$ cat src/rtl/player_sprite_anim.sv
// Player sprite animation: status-driven frame sequencer, facing latch and
// combinational sprite-ROM addressing for the current pixel.
module player_sprite_anim #(
  parameter int SPR_W    = 28,
  parameter int SPR_H    = 62,
  parameter int ANIM_DIV = 8
) (
  input  logic        frame_clk,
  input  logic        Reset,
  input  logic [7:0]  keycode,
  input  logic [9:0]  BallX,
  input  logic [9:0]  BallY,
  input  logic [9:0]  BallSX,
  input  logic [9:0]  BallSY,
  input  logic [3:0]  BallStatus,
  input  logic [9:0]  DrawX,
  input  logic [9:0]  DrawY,
  output logic        facing_left,
  output logic [2:0]  anim_frame,
  output logic        in_sprite,
  output logic [13:0] sprite_addr
);

  localparam int DIV_W = (ANIM_DIV > 1) ? $clog2(ANIM_DIV) : 1;

  typedef enum logic [1:0] {
    CLS_IDLE = 2'd0,
    CLS_WALK = 2'd1,
    CLS_JUMP = 2'd2,
    CLS_FALL = 2'd3
  } status_cls_e;

  status_cls_e      status_q, status_d, status_cls;
  logic [DIV_W-1:0] div_q, div_d;
  logic [2:0]       frame_q, frame_d;
  logic             facing_q, facing_d;
  logic             tick;

  always_ff @(posedge frame_clk) begin
    if (Reset) begin
      status_q <= CLS_IDLE;
      div_q    <= '0;
      frame_q  <= 3'd0;
      facing_q <= 1'b0;
    end else begin
      status_q <= status_d;
      div_q    <= div_d;
      frame_q  <= frame_d;
      facing_q <= facing_d;
    end
  end

  // Out-of-range status codes fold into idle; a class change restarts the
  // animation and wins over a simultaneous step tick.
  always_comb begin
    status_cls = (BallStatus[3:2] == 2'b00) ? status_cls_e'(BallStatus[1:0]) : CLS_IDLE;
    tick       = (div_q == DIV_W'(ANIM_DIV - 1));
    status_d   = status_cls;
    div_d      = div_q;
    frame_d    = frame_q;
    facing_d   = facing_q;

    if (keycode == 8'h50) begin
      facing_d = 1'b1;
    end else if (keycode == 8'h4F) begin
      facing_d = 1'b0;
    end

    if (status_cls != status_q) begin
      div_d = '0;
      case (status_cls)
        CLS_IDLE: frame_d = 3'd0;
        CLS_WALK: frame_d = 3'd2;
        CLS_JUMP: frame_d = 3'd6;
        default:  frame_d = 3'd7;
      endcase
    end else begin
      div_d = tick ? '0 : div_q + DIV_W'(1);
      if (tick) begin
        case (status_q)
          CLS_IDLE: frame_d = (frame_q == 3'd0) ? 3'd1 : 3'd0;
          CLS_WALK: frame_d = (frame_q >= 3'd5 || frame_q < 3'd2) ? 3'd2 : frame_q + 3'd1;
          CLS_JUMP: frame_d = 3'd6;
          default:  frame_d = 3'd7;
        endcase
      end
    end
  end

  logic signed [10:0] left_s, top_s, draw_x_s, draw_y_s, size_x_s, size_y_s;
  logic        [10:0] col, row, column;
  logic        [13:0] addr_full;

  // Box edges are 11-bit signed so a player partly off the left/top edge
  // still yields correct hit tests and offsets instead of wrapping.
  always_comb begin
    left_s   = $signed({1'b0, BallX}) - $signed({2'b00, BallSX[9:1]});
    top_s    = $signed({1'b0, BallY}) - $signed({2'b00, BallSY[9:1]});
    draw_x_s = $signed({1'b0, DrawX});
    draw_y_s = $signed({1'b0, DrawY});
    size_x_s = $signed({1'b0, BallSX});
    size_y_s = $signed({1'b0, BallSY});

    in_sprite = (draw_x_s >= left_s) && (draw_x_s < left_s + size_x_s) &&
                (draw_y_s >= top_s)  && (draw_y_s < top_s + size_y_s);

    col    = 11'(draw_x_s - left_s);
    row    = 11'(draw_y_s - top_s);
    column = facing_q ? 11'(SPR_W - 1) - col : col;

    addr_full   = 14'(frame_q) * 14'(SPR_W * SPR_H) + 14'(row) * 14'(SPR_W) + 14'(column);
    sprite_addr = in_sprite ? addr_full : 14'd0;
  end

  assign facing_left = facing_q;
  assign anim_frame  = frame_q;

endmodule

$ cat config.mk
export PLATFORM = sky130hd
export DESIGN_NAME = player_sprite_anim
export DESIGN_NICKNAME = d
export VERILOG_FILES = /design/src/rtl/player_sprite_anim.sv
export SDC_FILE = /design/constraint.sdc
export NUM_CORES = 1
export LEC_CHECK = 0
export ABC_AREA = 0
export BUFFER_PORTS_ARGS = -buffer_cell sky130_fd_sc_hd__buf_2
export CAP_MARGIN = 20
export CORE_AREA = 2 2 102 104
export DETAILED_ROUTE_END_ITERATION = 6
export DIE_AREA = 0 0 104 106
export HOLD_SLACK_MARGIN = 0.15
export PLACE_DENSITY = 0.79
export SLEW_MARGIN = 20
export SYNTH_ARGS = -nofsm -noshare
export SYNTH_HDL_FRONTEND = slang
export SYNTH_SLANG_ARGS = --single-unit
$ cat constraint.sdc
create_clock -name frame_clk -period 7.19 [get_ports frame_clk]
set_clock_uncertainty 0.15 [all_clocks]
set_input_delay 0 -clock frame_clk [delete_from_list [all_inputs] [get_ports frame_clk]]
set_output_delay 0 -clock frame_clk [all_outputs]
set_load 0.005 [all_outputs]
# Word level (Yosys, flattened, before mapping)

Index checks and enable logic that the tools add are counted.
Widths: inputs -> output; s select.

Word-level logic and storage cells: 53
Output and inout bits: 19
Flip-flop bits (word level): 9

$lt $le $gt $ge: 6
Reductions and logical operators: 11
Muxes and demuxes: 11
$mul: 2
$add $sub $neg: 11
Equality and inequality tests: 8

Operators with widths:

| operator              | count |
|---|---|
| $add 11x11->11        | 2 |
| $ge 11x11->1          | 2 |
| $lt 11x11->1          | 2 |
| $sub 10x9->11         | 2 |
| $sub 11x11->11        | 2 |
| $pmux 3 s3            | 2 |
| $eq 8x7->1 const B    | 2 |
| $add 14x11->14        | 1 |
| $add 14x14->14        | 1 |
| $mux 14               | 1 |
| $mul 11x3->12 const B | 1 |
| $mul 3x8->11 const B  | 1 |
| $mux 11               | 1 |
| $sub 5x11->11 const A | 1 |
| $mux 3                | 3 |
| $add 3x1->3 const B   | 2 |
| $logic_not 2->1       | 3 |
| $eq 2x1->1 const B    | 2 |
| $eq 2x2->1 const B    | 2 |
| $reduce_bool 2->1     | 2 |
| $eq 3x3->1 const B    | 1 |
| $ge 3x3->1 const B    | 1 |
| $logic_and 1x1->1     | 3 |
| $logic_not 3->1       | 1 |
| other kinds (6)       | 8 |

# Logic depth before layout (Yosys ltp)

Gate-level depths: netlist of run 1.

Word-level depth: 7
Depth in mapped cells: 31
Mapped depth without buffers: 31

# Worst setup path after synthesis of run 1

Ideal clock, no wire load.

Path kind: input -> output
Start point: input BallY[0]
End point: output sprite_addr[13]
Arrival: 5,336 ps
Required time: 7,040 ps
Path slack: 1,704 ps
Cell stages on the path: 26
Path through: inv_1 -> ha_1 -> inv_1 -> fa_1 -> inv_1 -> ha_1 -> or2_2 -> o21a_1 -> o21a_1 -> nor2_1 -> xnor2_1 -> inv_1 -> fa_1 -> inv_1 -> ha_1 -> a21oi_1 -> o21bai_1 -> a21oi_1 -> xnor2_1 -> fa_1 -> ha_1 -> o41ai_1 -> o21ai_0 -> xnor2_1 -> xnor2_1 -> and2_1

Longest elaborated chain between the ends: 6

Ends and longest elaborated chain:

| element            | line | text |
|---|---|---|
| start: declaration | 12   | `input logic [9:0] BallY,` |
| $sub 10x9->11 *    | 98   | `top_s = $signed({1'b0, BallY}) - $signed({2'b00, BallSY[9:1]});` |
| $sub 11x11->11     | 108  | `row = 11'(draw_y_s - top_s);` |
| $mul 11x3->12      | 111  | `addr_full = 14'(frame_q) * 14'(SPR_W * SPR_H) + 14'(row) * 14'(SPR_W) + 14'(column);` |
| $add 14x14->14     | 111  |  |
| $add 14x11->14     | 111  |  |
| $mux 14 *          | 112  | `sprite_addr = in_sprite ? addr_full : 14'd0;` |
| end: declaration   | 21   | `output logic [13:0] sprite_addr` |

Every way passes the cells marked *; elsewhere a longest branch is shown, timed or not.

# Worst setup path after layout of run 1

Start point: input BallSY[2]
End point: output sprite_addr[13]

Longest elaborated chain between the ends: 6

Ends and longest elaborated chain:

| element            | line | text |
|---|---|---|
| start: declaration | 14   | `input logic [9:0] BallSY,` |
| $sub 10x9->11      | 98   |  |
| $sub 11x11->11     | 108  |  |
| $mul 11x3->12      | 111  |  |
| $add 14x14->14     | 111  |  |
| $add 14x11->14     | 111  |  |
| $mux 14 *          | 112  |  |

Marks and branches as above.

==> results.py, run 1 <==
metrics = {
    "yosys": {
        "synth_most_common_cell": "ha_1",
        "syn_avg_cell_area_sq_um": 7.84,
        "synthCells": 684,
        "synthTopCellsByArea": "ha_1 (27%), fa_1 (8.6%), xnor2_1 (7.0%), inv_1 (5.5%), xor2_1 (5.2%)",
        "ys_seq_elements": 9,
        "synth.cell_area_sq_um": 5360,
        "ys_seq_area_share_pct": 3.36,
        "yosysUniqueCellTypes": 63,
        "synth-edff-count": 0,
        "synth_flop_cell": "dfxtp_1",
        "syn_nets": 897,
        "async_flop_share_pct": 0,
        "yosysTopAreaCell": "ha_1",
        "synth.top_cell.area_share_pct": 27.1,
        "yosys-top-cells-count": "ha_1 (116), inv_1 (78), nor2_1 (48)",
        "yosys_warnings": 0,
    },
    "floorplanning": {
        "fp.dieH_microns": 106,
        "die_w_microns": 104,
        "dieArea_sq_um": 11000,
        "rows": 37,
        "start_util_pct": 53.6,
        "pin_count": 93,
        "coreArea_sq_um": 10000,
    },
    "setup_path": {
        "cp_max_fo": 5,
        "crit_start": "BallSY[2]",
        "cp-endpoint": "sprite_addr[13]",
        "slowest_delay_ns": 0.52,
        "path_class": "input pin to primary output",
        "worst_ep_required_time_ns": 7.04,
        "crit_arrival_ns": 5.97,
        "worstSetupStartpointType": "input pin",
        "r2r_cells": 9,
        "critPathSlowestCell": "fa_1",
        "cp-end-kind": "primary output",
        "r2r-start": "anim_frame[1]$_SDFFE_PP0P_",
        "r2r_slack_ns": 5.08,
        "r2r-end": "anim_frame[0]$_SDFFE_PP0P_",
    },
    "global_routing": {
        "grt_max_degree": 16,
        "grt_pass1_vias": 5099,
        "antenna_found_initial": 0,
        "grt_pass1_wl_mm": 21.1,
        "gr-total-overflow": 0,
        "track_usage_pct": 21.9,
    },
    "route": {
        "via_per_inst": 5.63,
        "drt-initial-drc-count": 138,
        "ant_nets": 0,
        "drc_errors": 0,
        "first_pass_iters": 4,
        "avgRoutedWirePerCell_microns": 13.3,
        "num_vias": 5171,
        "wirelength_mm": 12.2,
    },
    "cts": {
        "cts.sinks": 9,
        "htreeDepth": 1,
        "worstSkewPairLatency_ns": 0.23,
        "clk_path_buf_depth": 2,
        "cts_made_buffers": 3,
        "path_clk_slew_ns": 0.05,
        "root_buffer": "clkbuf_8",
        "cts_tree": "yes",
    },
    "timing": {
        "fin_tns_setup_ns": 0,
        "hold_violations": 0,
        "slew_headroom_pct": 43.3,
        "tightest_slew_ns": 0.851,
        "timing.fmax_mhz": 163,
        "finalSetupViolCount": 0,
        "rsz0062_at_grt": "no",
        "layout_min_cycle_time_ns": 6.12,
        "post-route-period-util_pct": 85.1,
        "worst_slack_ns": 1.07,
        "final_max_slew_viol_count": 0,
    },
    "placement": {
        "placed_area_sq_um": 5960,
        "gp_congestion": 0.907,
        "place_ws_ns": 1.06,
        "dp_hpwl_mm": 10.7,
        "port-buffer-count": 92,
    },
    "flow_run": {
        "maxCapViolCount": 0,
    },
    "layout": {
        "seq_area_sq_um": 180,
        "antennaDiodeCount": 0,
        "multi_input_area_sq_um": 4860,
        "layout-drive-gt1-share_pct": 13.6,
        "final_area_sq_um": 6090,
        "nFillCells": 908,
        "syn_to_final_growth_pct": 13.5,
        "nets": 996,
        "final_core_util_pct": 60.9,
    },
    "min_path": {
        "hold_class": "input pin to flip-flop",
    },
    "run_status": {
        "status": "completed",
    },
}
-- cells by family after synthesis --
| kind of cell | count (synthesis) | share of synthesized area, % |
|---|---|---|
| AO/OA/AOI/OAI | 189 | 24.0 |
| AND/OR/NAND/NOR | 184 | 17.9 |
| adder cells (fa/ha/maj) | 139 | 35.7 |
| buffers and inverters | 84 | 6.07 |
| XOR/XNOR | 75 | 12.2 |
| flip-flops | 9 | 3.36 |
| multiplexers | 4 | 0.793 |
-- worst min path at each step --
stage | from | endpoint | slack [ns] | cells past startpoint
global route | BallStatus[3] | anim_frame[0]$_SDFFE_PP0P_ | 0.24 | 6
global placement | Reset | facing_left$_SDFFE_PP0P_ | 0.12 | 2
detailed placement | Reset | facing_left$_SDFFE_PP0P_ | 0.12 | 2
floorplan | keycode[4] | facing_left$_SDFFE_PP0P_ | 0.004 | 2
CTS | BallStatus[3] | anim_frame[0]$_SDFFE_PP0P_ | 0.18 | 6
finish | BallStatus[3] | anim_frame[0]$_SDFFE_PP0P_ | 0.20 | 6
-- critical path, delay by kind of cell --
| kind | cells | cell delay, ns |
|---|---|---|
| xor+xnor | 4 | 0.79 |
| compound gates | 10 | 2.01 |
| buf+inv | 6 | 0.56 |
| fa+ha+maj | 6 | 2.11 |
| simple gates | 4 | 0.46 |
-- state kept, by name, summed over array words and instances, names as in the netlist --
register and flops:
div_q 3, status_q 2, anim_frame 3, facing_left 1
-- layer usage --
layer / track usage, % / routed length [microns] / part of all wire (%)
met5: 0 / 0 / 0
met4: 2.61 / 89 / 0.73
met3: 1.66 / 445 / 3.6
met2: 44.9 / 6330 / 52
met1: 25.3 / 5380 / 44
-- timing repair --
action,in CTS,in global routing
buffers inserted,0,0
hold endpoints to repair,9,0
gates resized for setup,0,0
hold buffers,8,0
-- per-stage QoR --
step	cells	hold slack, ns
final	918	0.196
after global routing	918	0.237
after CTS	918	0.182
after detailed placement	906	0.117
after global placement	906	0.120
after floorplan	684	0.00430
-- cell type report --
| type | instances | share of cell area, % |
|---|---|---|
| multi-input cells | 591 | 79.8 |
| repair buffers | 100 | 8.88 |
| inverters | 78 | 4.81 |
| flip-flops and latches | 9 | 2.96 |
| well taps | 136 | 2.80 |
| clock buffers | 4 | 0.740 |
-- layout by cell type, fill, tap and decap left out, drive strengths merged, types with 3 or more instances in the layout --
cell	Yosys	layout
ha	116	116
buf	1	92
inv	78	78
nor2	49	49
o21ai	44	44
xnor2	43	43
a21oi	38	38
xor2	32	32
nand2	28	28
a21o	23	23
fa	23	23
nand2b	19	19
nor2b	18	18
nor3	17	17
and2	16	16
o21a	15	15
a211oi	10	10
dfxtp	9	9
a31oi	8	8
nand4	8	8
dlygate4sd3	0	8
nand3	7	7
o211ai	6	6
o21bai	6	6
o31a	6	6
nor3b	4	4
a311oi	4	4
or2	4	4
a2111oi	4	4
clkbuf	5	4
a211o	3	3
o31ai	3	3
nand4b	3	3
o22ai	3	3
Power of run 1 is left out: the tool's default activity adds up to more than one toggle a clock period on the data nets, which glitch-free logic cannot reach.
==> run 2, diff against run 1 <==
BUFFER_PORTS_ARGS = unset   (was -buffer_cell sky130_fd_sc_hd__buf_2)
DONT_BUFFER_PORTS = 1   (was unset)
PLACE_DENSITY = 0.7   (was 0.79)
==> run 2 against run 1 <==
Compared with the run above: cell area shrank 7.2%; worst hold slack improved by 0.084 ns; clock-buffer cell count unchanged; die area did not move.
==> results.py, run 2 (synthesis results as in run 1) <==
metrics = {
    "run_status": {
        "status": "completed",
    },
    "layout": {
        "antennaDiodeCount": 0,
        "final_core_util_pct": 56.5,
        "layout-drive-gt1-share_pct": 2.02,
        "nFillCells": 962,
        "nets": 906,
        "final_cell_mix": "ha_1 (116), inv_1 (78), nor2_1 (48), xnor2_1 (43), o21ai_0 (42)",
        "syn_to_final_growth_pct": 5.27,
        "final_common_cell": "ha_1",
    },
    "min_path": {
        "hold_class": "input pin to primary output",
        "holdPathEnd": "in_sprite",
        "worstHoldStart": "DrawY[7]",
        "holdPathStages": 3,
    },
    "timing": {
        "worst_slack_ns": 1.15,
        "slew_headroom_pct": 42.4,
        "timing.fmax_mhz": 165,
        "finalSetupViolCount": 0,
        "hold_violations": 0,
        "hold_slack_ns": 0.280,
        "tightest_slew_ns": 0.864,
        "layout_min_cycle_time_ns": 6.04,
        "fin_tns_setup_ns": 0,
        "post-route-period-util_pct": 84.1,
        "rsz0062_at_grt": "no",
        "final_max_slew_viol_count": 0,
    },
    "setup_path": {
        "critPathSlowestCell": "o41ai_1",
        "crit_start": "BallSY[2]",
        "slowest_delay_ns": 0.56,
        "cp.depth": 28,
        "r2r-end": "anim_frame[0]$_SDFFE_PP0P_",
        "crit_family": "adder cells",
        "r2r_slack_ns": 3.93,
        "r2r-start": "anim_frame[1]$_SDFFE_PP0P_",
        "worstSetupStartpointType": "input pin",
        "r2r_cells": 11,
        "path_buf_inv": 4,
        "cp_max_fo": 5,
        "path_class": "input pin to primary output",
        "crit_arrival_ns": 5.89,
        "cp-end-kind": "primary output",
        "worst_ep_required_time_ns": 7.04,
    },
    "floorplanning": {
        "coreArea_sq_um": 10000,
        "rows": 37,
        "pin_count": 93,
        "fp.dieH_microns": 106,
        "start_util_pct": 53.6,
        "dieArea_sq_um": 11000,
        "die_w_microns": 104,
    },
    "route": {
        "wirelength_mm": 11.8,
        "avgRoutedWirePerCell_microns": 14.2,
        "first_pass_iters": 4,
        "ant_nets": 0,
        "via_per_inst": 5.84,
        "drt-initial-drc-count": 209,
        "drc_errors": 0,
        "num_vias": 4838,
    },
    "global_routing": {
        "track_usage_pct": 21.5,
        "grt_pass1_wl_mm": 20.7,
        "antenna_found_initial": 0,
        "grt_max_degree": 16,
        "gr-total-overflow": 0,
        "grt_pass1_vias": 4960,
    },
    "flow_run": {
        "maxCapViolCount": 0,
    },
    "cts": {
        "cts_tree": "yes",
        "htreeDepth": 1,
        "worstSkewPairLatency_ns": 0.23,
        "cts_setup_buffers": 0,
        "clk_path_buf_depth": 2,
        "root_buffer": "clkbuf_8",
        "cts_made_buffers": 3,
        "cts.sinks": 9,
    },
    "placement": {
        "port-buffer-count": 0,
        "dp_hpwl_mm": 10.1,
        "place_ws_ns": 1.17,
        "gp_congestion": 0.883,
    },
}
## run 2: cell type report
class                           count  area, sq um  area share, %
Clock buffer                        4         45.0          0.798
Inverter                           78          293           5.19
Multi-Input combinational cell    591         4860           86.0
Sequential cell                     9          180           3.19
Tap cell                          136          170           3.01
Timing Repair Buffer               10          100           1.77
## run 2: repair_timing
action / 4_1_cts / 5_1_grt
hold buffers: 10 / 0
endpoints found under the hold margin: 9 / 0
resized for setup: 0 / 0
## run 2: worst register-to-register path: stages (launching register included)
cell	delay, ns
dfxtp_1	0.53
inv_1	0.16
ha_1	0.21
a211o_1	0.32
nor2_1	0.10
o221a_2	0.20
a211oi_1	0.05
nor3_1	0.21
dlygate4sd3_1	0.57
nor2_1	0.05
dlygate4sd3_1	0.56
nor2_1	0.08
## run 2: through the flow
step / instance area [sq um] / instances
floorplan: 5360 / 684
global placement: 5500 / 814
detailed placement: 5500 / 814
CTS: 5650 / 828
global route: 5650 / 828
finish: 5650 / 828
## run 2: routing by layer
metal | routed length, microns | vias to the layer above | global-route usage, %
met5 | 0 | - | 0
li1 | - | 2467 | -
met2 | 5870 | 104 | 41.7
met1 | 5090 | 2251 | 25.2
met4 | 130 | 0 | 3.38
met3 | 658 | 16 | 3.56
## run 2: how the worst max path moves through the flow
stage,end
floorplan,sprite_addr[13]
global placement,sprite_addr[13]
detailed placement,sprite_addr[13]
CTS,sprite_addr[13]
global route,sprite_addr[13]
finish,sprite_addr[13]
Power of run 2 is left out for the same reason.
